File: src/rtl/shared_port_mux_if.sv
// Bundle of requester-side and memory-side signals around shared_port_mux.
// Signal names keep their i_/o_ prefixes as seen from the mux itself.
interface shared_port_mux_if #(
  parameter int N_REQ = 8,
  parameter int AW    = 16,
  parameter int DW    = 32,
  parameter int LEN_W = 4
);
  logic [N_REQ-1:0]       i_grant;
  logic [N_REQ*AW-1:0]    i_req_addr;
  logic [N_REQ-1:0]       i_req_we;
  logic [N_REQ*LEN_W-1:0] i_req_len;
  logic [N_REQ*DW-1:0]    i_req_wdata;
  logic [N_REQ-1:0]       o_beat_ack;
  logic [N_REQ-1:0]       o_rvalid;
  logic [DW-1:0]          o_rdata;
  logic [N_REQ-1:0]       o_done;
  logic                   o_grant_err;
  logic                   o_mem_valid;
  logic                   i_mem_ready;
  logic [AW-1:0]          o_mem_addr;
  logic                   o_mem_we;
  logic [DW-1:0]          o_mem_wdata;
  logic                   i_mem_rvalid;
  logic [DW-1:0]          i_mem_rdata;

  // The mux itself
  modport slave (
    input  i_grant, i_req_addr, i_req_we, i_req_len, i_req_wdata,
    input  i_mem_ready, i_mem_rvalid, i_mem_rdata,
    output o_beat_ack, o_rvalid, o_rdata, o_done, o_grant_err,
    output o_mem_valid, o_mem_addr, o_mem_we, o_mem_wdata
  );

  // Whatever surrounds the mux: arbiter, requesters and memory
  modport master (
    output i_grant, i_req_addr, i_req_we, i_req_len, i_req_wdata,
    output i_mem_ready, i_mem_rvalid, i_mem_rdata,
    input  o_beat_ack, o_rvalid, o_rdata, o_done, o_grant_err,
    input  o_mem_valid, o_mem_addr, o_mem_we, o_mem_wdata
  );
endinterface

File: src/rtl/shared_port_mux.sv
// Takes the arbiter's one-hot grant, latches that requester's burst command,
// runs the burst on the single memory port, steers read data back and pulses
// a per-requester done. A finished grant is never serviced twice: the block
// parks in RELEASE until the arbiter shows something different.
module shared_port_mux #(
  parameter int N_REQ = 8,
  parameter int AW    = 16,
  parameter int DW    = 32,
  parameter int LEN_W = 4
) (
  input logic              i_clk,
  input logic              i_rst,
  shared_port_mux_if.slave bus
);

  localparam int CW = LEN_W + 1;

  typedef enum logic [2:0] {
    S_IDLE,
    S_ISSUE,
    S_WAIT_RSP,
    S_DONE,
    S_RELEASE
  } state_t;

  state_t           r_state;
  state_t           w_next_state;
  logic [N_REQ-1:0] r_grant;
  logic [AW-1:0]    r_addr;
  logic             r_we;
  logic [LEN_W-1:0] r_len;
  logic [CW-1:0]    r_beat_cnt;
  logic [CW-1:0]    r_rsp_cnt;

  logic [AW-1:0]    w_sel_addr;
  logic             w_sel_we;
  logic [LEN_W-1:0] w_sel_len;
  logic [DW-1:0]    w_cur_wdata;
  logic             w_grant_nonzero;
  logic             w_grant_onehot;
  logic             w_handshake;
  logic             w_rsp;
  logic             w_last_beat;
  logic             w_last_rsp;

  assign w_grant_nonzero = |bus.i_grant;
  assign w_grant_onehot  = w_grant_nonzero &&
                           ((bus.i_grant & (bus.i_grant - N_REQ'(1))) == '0);
  assign w_handshake     = (r_state == S_ISSUE) && bus.i_mem_ready;
  // Responses only belong to a read burst; anything else is stray and dropped
  assign w_rsp           = ((r_state == S_ISSUE) || (r_state == S_WAIT_RSP)) &&
                           !r_we && bus.i_mem_rvalid;
  assign w_last_beat     = (r_beat_cnt == {1'b0, r_len});
  assign w_last_rsp      = w_rsp && (r_rsp_cnt == {1'b0, r_len});

  // Pick the granted requester's command fields and the latched requester's write word
  always_comb begin
    w_sel_addr  = '0;
    w_sel_we    = 1'b0;
    w_sel_len   = '0;
    w_cur_wdata = '0;
    for (int k = 0; k < N_REQ; k++) begin
      if (bus.i_grant[k]) begin
        w_sel_addr = w_sel_addr | bus.i_req_addr[k*AW +: AW];
        w_sel_we   = w_sel_we   | bus.i_req_we[k];
        w_sel_len  = w_sel_len  | bus.i_req_len[k*LEN_W +: LEN_W];
      end
      if (r_grant[k]) begin
        w_cur_wdata = w_cur_wdata | bus.i_req_wdata[k*DW +: DW];
      end
    end
  end

  // Next-state logic for the burst sequencer
  always_comb begin
    w_next_state = r_state;
    case (r_state)
      S_IDLE: begin
        if (w_grant_onehot) w_next_state = S_ISSUE;
      end
      S_ISSUE: begin
        if (r_we) begin
          if (w_handshake && w_last_beat) w_next_state = S_DONE;
        end else if (w_last_rsp) begin
          w_next_state = S_DONE;
        end else if (w_handshake && w_last_beat) begin
          w_next_state = S_WAIT_RSP;
        end
      end
      S_WAIT_RSP: begin
        if (w_last_rsp) w_next_state = S_DONE;
      end
      S_DONE: begin
        w_next_state = S_RELEASE;
      end
      S_RELEASE: begin
        if (bus.i_grant != r_grant) w_next_state = S_IDLE;
      end
      default: w_next_state = S_IDLE;
    endcase
  end

  // State register, command latch and beat/response counters
  always_ff @(posedge i_clk) begin
    if (i_rst) begin
      r_state    <= S_IDLE;
      r_grant    <= '0;
      r_addr     <= '0;
      r_we       <= 1'b0;
      r_len      <= '0;
      r_beat_cnt <= '0;
      r_rsp_cnt  <= '0;
    end else begin
      r_state <= w_next_state;
      if ((r_state == S_IDLE) && w_grant_onehot) begin
        r_grant    <= bus.i_grant;
        r_addr     <= w_sel_addr;
        r_we       <= w_sel_we;
        r_len      <= w_sel_len;
        r_beat_cnt <= '0;
        r_rsp_cnt  <= '0;
      end else begin
        if (w_handshake) r_beat_cnt <= r_beat_cnt + CW'(1);
        if (w_rsp)       r_rsp_cnt  <= r_rsp_cnt + CW'(1);
      end
    end
  end

  // Memory command, acks, read return and status pulses, all decoded from state
  always_comb begin
    bus.o_mem_valid = 1'b0;
    bus.o_mem_addr  = '0;
    bus.o_mem_we    = 1'b0;
    bus.o_mem_wdata = '0;
    bus.o_beat_ack  = '0;
    bus.o_rvalid    = '0;
    bus.o_rdata     = '0;
    bus.o_done      = '0;
    bus.o_grant_err = 1'b0;
    if (r_state == S_ISSUE) begin
      bus.o_mem_valid = 1'b1;
      bus.o_mem_addr  = r_addr + AW'(r_beat_cnt);
      bus.o_mem_we    = r_we;
      bus.o_mem_wdata = w_cur_wdata;
      if (bus.i_mem_ready && r_we) bus.o_beat_ack = r_grant;
    end
    if (w_rsp) begin
      bus.o_rvalid = r_grant;
      bus.o_rdata  = bus.i_mem_rdata;
    end
    if (r_state == S_DONE) bus.o_done = r_grant;
    if ((r_state == S_IDLE) && w_grant_nonzero && !w_grant_onehot) bus.o_grant_err = 1'b1;
  end

endmodule

File: src/flat_wrapper.sv
// flat-port wrapper written by rule: the top's interface ports become plain ports
module shared_port_mux_flat 
#(
  parameter int N_REQ = 8,
  parameter int AW    = 16,
  parameter int DW    = 32,
  parameter int LEN_W = 4
)
  (i_clk, i_rst, bus_i_grant, bus_i_req_addr, bus_i_req_we, bus_i_req_len, bus_i_req_wdata, bus_i_mem_ready, bus_i_mem_rvalid, bus_i_mem_rdata, bus_o_beat_ack, bus_o_rvalid, bus_o_rdata, bus_o_done, bus_o_grant_err, bus_o_mem_valid, bus_o_mem_addr, bus_o_mem_we, bus_o_mem_wdata);
  shared_port_mux_if #(.N_REQ(N_REQ), .AW(AW), .DW(DW), .LEN_W(LEN_W)) bus_i ();
  input logic i_clk;
  input logic i_rst;
  input wire logic [$bits(bus_i.i_grant)-1:0] bus_i_grant;
  input wire logic [$bits(bus_i.i_req_addr)-1:0] bus_i_req_addr;
  input wire logic [$bits(bus_i.i_req_we)-1:0] bus_i_req_we;
  input wire logic [$bits(bus_i.i_req_len)-1:0] bus_i_req_len;
  input wire logic [$bits(bus_i.i_req_wdata)-1:0] bus_i_req_wdata;
  input wire logic [$bits(bus_i.i_mem_ready)-1:0] bus_i_mem_ready;
  input wire logic [$bits(bus_i.i_mem_rvalid)-1:0] bus_i_mem_rvalid;
  input wire logic [$bits(bus_i.i_mem_rdata)-1:0] bus_i_mem_rdata;
  output wire logic [$bits(bus_i.o_beat_ack)-1:0] bus_o_beat_ack;
  output wire logic [$bits(bus_i.o_rvalid)-1:0] bus_o_rvalid;
  output wire logic [$bits(bus_i.o_rdata)-1:0] bus_o_rdata;
  output wire logic [$bits(bus_i.o_done)-1:0] bus_o_done;
  output wire logic [$bits(bus_i.o_grant_err)-1:0] bus_o_grant_err;
  output wire logic [$bits(bus_i.o_mem_valid)-1:0] bus_o_mem_valid;
  output wire logic [$bits(bus_i.o_mem_addr)-1:0] bus_o_mem_addr;
  output wire logic [$bits(bus_i.o_mem_we)-1:0] bus_o_mem_we;
  output wire logic [$bits(bus_i.o_mem_wdata)-1:0] bus_o_mem_wdata;
  assign bus_i.i_grant = bus_i_grant;
  assign bus_i.i_req_addr = bus_i_req_addr;
  assign bus_i.i_req_we = bus_i_req_we;
  assign bus_i.i_req_len = bus_i_req_len;
  assign bus_i.i_req_wdata = bus_i_req_wdata;
  assign bus_i.i_mem_ready = bus_i_mem_ready;
  assign bus_i.i_mem_rvalid = bus_i_mem_rvalid;
  assign bus_i.i_mem_rdata = bus_i_mem_rdata;
  assign bus_o_beat_ack = bus_i.o_beat_ack;
  assign bus_o_rvalid = bus_i.o_rvalid;
  assign bus_o_rdata = bus_i.o_rdata;
  assign bus_o_done = bus_i.o_done;
  assign bus_o_grant_err = bus_i.o_grant_err;
  assign bus_o_mem_valid = bus_i.o_mem_valid;
  assign bus_o_mem_addr = bus_i.o_mem_addr;
  assign bus_o_mem_we = bus_i.o_mem_we;
  assign bus_o_mem_wdata = bus_i.o_mem_wdata;
  shared_port_mux #(.N_REQ(N_REQ), .AW(AW), .DW(DW), .LEN_W(LEN_W)) u_core (.i_clk(i_clk), .i_rst(i_rst), .bus(bus_i));
endmodule
File: config.mk
export PLATFORM = sky130hd
export DESIGN_NAME = shared_port_mux_flat
export DESIGN_NICKNAME = d
export VERILOG_FILES = /design/src/rtl/shared_port_mux_if.sv /design/src/rtl/shared_port_mux.sv /design/src/flat_wrapper.sv
export SDC_FILE = /design/constraint.sdc
export NUM_CORES = 1
export LEC_CHECK = 0
export BUFFER_PORTS_ARGS = -buffer_cell sky130_fd_sc_hd__buf_2
export CAP_MARGIN = 25
export CORE_AREA = 5 5 221 223
export CTS_CLUSTER_DIAMETER = 40
export DETAILED_ROUTE_END_ITERATION = 7
export DIE_AREA = 0 0 226 228
export SLEW_MARGIN = 25
export SYNTH_ARGS = -nofsm -noshare
export SYNTH_HDL_FRONTEND = slang
export SYNTH_SLANG_ARGS = --single-unit
File: constraint.sdc
create_clock -name i_clk -period 3.6 [get_ports i_clk]
set_input_delay 0.18 -clock i_clk [delete_from_list [all_inputs] [get_ports i_clk]]
set_output_delay 0.18 -clock i_clk [all_outputs]
set_load 0.005 [all_outputs]
==> results by stage <==
Status:
- The run finished with clean final reports.

Critical path:
- The critical register-to-register path endpoint is u_core.r_beat_cnt[3].
- The number of buffers and inverters on the critical path is 2.
- The critical path in this run is classified as flip-flop to output pin.
- The number of cells on the worst reg-to-reg path is 6.
- STA classifies the critical path endpoint as an output pin.
- The cell type group with the largest total delay on the critical path is simple AND/OR/NAND/NOR gates.
- The setup slack of the worst register-to-register path is 1.26 ns.
- Walking the worst path, the cells encountered are or3b_2, inv_2, and3_1, and2_1, buf_2.
- Data on the critical path is required at its endpoint by 3.42 ns.
- The launch instance of the worst register-to-register path is u_core.r_state[0].
- Data on the critical path arrives at its endpoint at 2.48 ns.
- In this design, the stage delay of the slowest critical-path cell is 0.84 ns.
- The biggest fanout along the worst timing path is 32.
- The library cell contributing the largest single delay on the critical path is sky130_fd_sc_hd__or3b_2.
- The worst setup path is launched from a flip-flop.

Routing:
- The average detailed-routed wire length per instance is approximately 24 um.
- The post-route met1 wirelength is 15,400 um.
- The number of iterations in the first detailed-routing pass is 8.
- The violation count after the first detailed-route iteration is between 700 and 800.
- Using the TritonRoute via totals, the vias-per-cell ratio works out to approximately 4.6.
- The detailed-route via count is 8,262.
- The post-detailed-route count of antenna-violating nets is 0.
- In the detailed route, the total length drawn on met2 is about 23,000 um.
- The routed length on met3 is 4070 um.
- In the routed design, unresolved DRC markers number 0.
- After detailed routing, the total wire length is 43,800 um.
- The highest routed metal layer is met5.

Yosys:
- The area fraction of the dominant cell type after synthesis is 0.317.
- Counting flops with a built-in enable in the synthesized netlist gives 0.
- For this run, the register share of the synthesized area comes to 0.168.
- Summed over all instances, the cell type with the most area after synthesis is sky130_fd_sc_hd__a22oi_1.
- Synthesis instantiated 52 different standard cells from the library.
- After technology mapping, the gate count stands at approximately 650.
- The number of warnings issued by yosys is 0.
- The average footprint of a synthesized cell is between 7 and 8 um^2.
- The proportion of register bits with asynchronous set or reset after synthesis is 0.
- The cell area that synthesis handed to floorplanning was 5020 um^2.
- The synthesized design contains 42 register bits.
- Synthesis produced a netlist with a net count of between 1,000 and 1,500.
- The prevailing post-synth register cell is sky130_fd_sc_hd__dfxtp_1.
- Ranked by total cell area, the synthesized netlist is headed by sky130_fd_sc_hd__a22oi_1, sky130_fd_sc_hd__dfxtp_1, sky130_fd_sc_hd__and2_1.

Min path:
- The worst min-delay path class is input port to flip-flop.
- The start point of the worst min-delay path is i_rst.
- The end point of the most critical hold path is u_core.r_grant[5].
- The worst hold path was traced through 2 stages.

Placed design:
- After legalization and detailed placement, the total HPWL measured 37,000 um.
- The number of port buffers is 574.
- After detailed placement, the total cell area comes to 8470 um^2.
- The final estimated routing congestion in global placement is between 0.9 and 1.

Die:
- Row generation in the floorplan step produced 79 rows.
- The vertical die dimension is 228 um.
- During I/O placement, the number of pins put on the boundary was 575.
- The standard cell core area is 46,400 um^2.
- The die outline area is approximately 50,000 um^2.
- The x dimension of the die is roughly 230 um.
- The initial utilization of the core area, before any placement, comes to 0.108.

CTS:
- Gates resized during post-CTS repair numbered 0.
- The worst-skew pair later-pin latency is a little under 0.3 ns.
- The post-cts hold buffer count is 0.
- The buffer levels on the longest clock path is 2.
- The clock slew seen by the registers of the worst setup and hold paths is roughly 0.070 ns.
- The cell at the root of the clock tree is sky130_fd_sc_hd__clkbuf_16.
- TritonCTS built the clock tree.
- The number of buffers created by CTS is 5.
- The tree built by TritonCTS fans out to 42 sinks.
- The number of levels in the clock H-tree is 2.
- The number of setup buffers added after CTS is 0.

Layout:
- After the last flow step, the layout net total stands at 1,650.
- Leaving out fill and tap cells, the most frequent cells in the layout are sky130_fd_sc_hd__buf_2, sky130_fd_sc_hd__a22oi_1, sky130_fd_sc_hd__and2_1.
- From synthesis to final layout, the design area changed by 73.0%.
- Once layout is complete, the utilization of the core stands at 0.187.
- The most common cell after layout, fill and taps aside is sky130_fd_sc_hd__buf_2.
- The share of cells above drive strength 1 is 0.525.
- The final standard cell area without fillers is between 8000 and 9000 um^2.

GRT:
- The first global-routing pass estimated 59,800 um of wire.
- Entering global routing, the biggest net connects 47 pins.
- Summed over all layers, the global routing overflow is 0.
- The via count of the first global-routing pass was about 8,500.
- The number of antenna violations at the first check in global routing is 21.
- Across every metal layer, demand over resource in global routing totals 0.156.

Pwr:
- The part of the power in the clock network is 0.285.
- The sequential fraction of design power is 0.260.
- The switching share of total power is 0.375.
- The total power density per cell area is 243 nW/um^2.
- Across the VDD grid, the largest voltage drop is 0.000168 V.
- The internal power of the cells totals between 1 and 1.5 mW.
- The static leakage is approximately 4 nW.
- The fraction of power consumed by combinational cells is 0.455.
- The net load switching power is between 700 and 800 uW.

Run:
- The tool flagged a number of max-cap violations equal to 0.

Timing:
- The upper clock frequency limit is between 300 and 400 MHz.
- The final hold violation count came to 0.
- The total of endpoints with negative setup slack in the final report is 0.
- The worst-case clock skew is ~0.0083 ns.
- After routing, the total negative slack on setup checks comes to 0 ns.
- The portion of the clock cycle consumed by the worst path in the final layout is 0.738.
- For the pin with the worst max-slew slack, the measured transition is ~0.96 ns.
- The number of pins exceeding their max-slew limit in the final report came to 0.
- The worst pin sits at a relative slew slack of 0.363.
- Setup repair after global routing left no endpoint under its margin.
- The smallest clock period supported by the final layout is computed as 2.66 ns.
- The tightest hold margin is slightly above 0.3 ns.
==> registers in the layout, indices dropped and copies added (netlist names) <==
| register | flops |
|---|---|
| u_core.r_rsp_cnt | 5 |
| u_core.r_beat_cnt | 5 |
| u_core.r_len | 4 |
| u_core.r_addr | 16 |
| u_core.r_state | 3 |
| u_core.r_we | 1 |
| u_core.r_grant | 8 |
==> power by group through the flow <==
stage / clock, mW / sequential [mW] / combinational, mW
3_5_place_dp: 0 / 0.561 / 0.965
6_report: 0.602 / 0.549 / 0.962
5_1_grt: 0.627 / 0.555 / 1.04
2_1_floorplan: 0 / 0.516 / 0.455
4_1_cts: 0.608 / 0.551 / 0.969
3_3_place_gp: 0 / 0.559 / 0.953
==> layer usage <==
layer  track usage  up-vias
li1              -     3642
met1         0.171     3911
met2         0.293      606
met3        0.0324       93
met4        0.0562       10
met5             0        -
==> final cells by class <==
type	count	area [um^2]
tap	607	759
antenna	7	17.5
sequential	42	851
fill	5282	37700
timing repair buffer	592	3030
clock inverter	3	68.8
multi-input combinational	531	3820
clock buffer	5	125
inverter	2	7.51
==> worst max-delay path by stage <==
stage | from | cells after the start | endpoint
2_1_floorplan | u_core.r_beat_cnt[0] | 8 | bus_o_mem_addr[10]
3_3_place_gp | bus_i_grant[3] | 8 | u_core.r_grant[5]
3_5_place_dp | bus_i_grant[4] | 8 | u_core.r_grant[3]
4_1_cts | u_core.r_state[0] | 5 | bus_o_beat_ack[7]
5_1_grt | u_core.r_state[0] | 5 | bus_o_beat_ack[7]
6_report | u_core.r_state[0] | 5 | bus_o_beat_ack[2]
==> cells by family after synthesis <==
logic type                 after synthesis  share of synthesized area
and+or+nand+nor                        168                      0.188
adders and majority gates                9                     0.0237
AOI/OAI and AO/OA                      306                      0.464
xor gates and xnor gates                38                     0.0663
muxes                                   10                     0.0200
DFF                                     42                      0.168
buffers and inverters                   81                     0.0713
==> through the flow <==
step | total power, mW | std cells | setup WS (ns)
after floorplan | 0.972 | 654 | 1.59
after global placement | 1.51 | 1774 | 1.04
after detailed placement | 1.53 | 1774 | 1.03
after CTS | 2.13 | 1782 | 0.917
after global routing | 2.22 | 1789 | 0.753
final | 2.11 | 1789 | 0.943
==> cells in the mapped netlist (2+ instances only) <==
cell type and n:
sky130_fd_sc_hd__nor3b_1 3, sky130_fd_sc_hd__o21bai_1 2, sky130_fd_sc_hd__and3_1 2, sky130_fd_sc_hd__buf_6 5
sky130_fd_sc_hd__nor4_1 2, sky130_fd_sc_hd__o21ai_0 3, sky130_fd_sc_hd__buf_2 12, sky130_fd_sc_hd__or3_1 2
sky130_fd_sc_hd__nor2_1 36, sky130_fd_sc_hd__xnor2_1 20, sky130_fd_sc_hd__nand2b_1 3, sky130_fd_sc_hd__ha_1 7
sky130_fd_sc_hd__clkbuf_1 58, sky130_fd_sc_hd__buf_1 3, sky130_fd_sc_hd__a41oi_1 32, sky130_fd_sc_hd__mux2i_1 10
sky130_fd_sc_hd__a22oi_1 212, sky130_fd_sc_hd__nand4_1 5, sky130_fd_sc_hd__and2_1 60, sky130_fd_sc_hd__nor4b_1 5
sky130_fd_sc_hd__xor2_1 18, sky130_fd_sc_hd__a41o_1 21, sky130_fd_sc_hd__a21oi_1 26, sky130_fd_sc_hd__dfxtp_1 42
sky130_fd_sc_hd__nand2_1 30, sky130_fd_sc_hd__nand3_1 2, sky130_fd_sc_hd__nor3_1 8
Power figures use the tool's default switching activity.
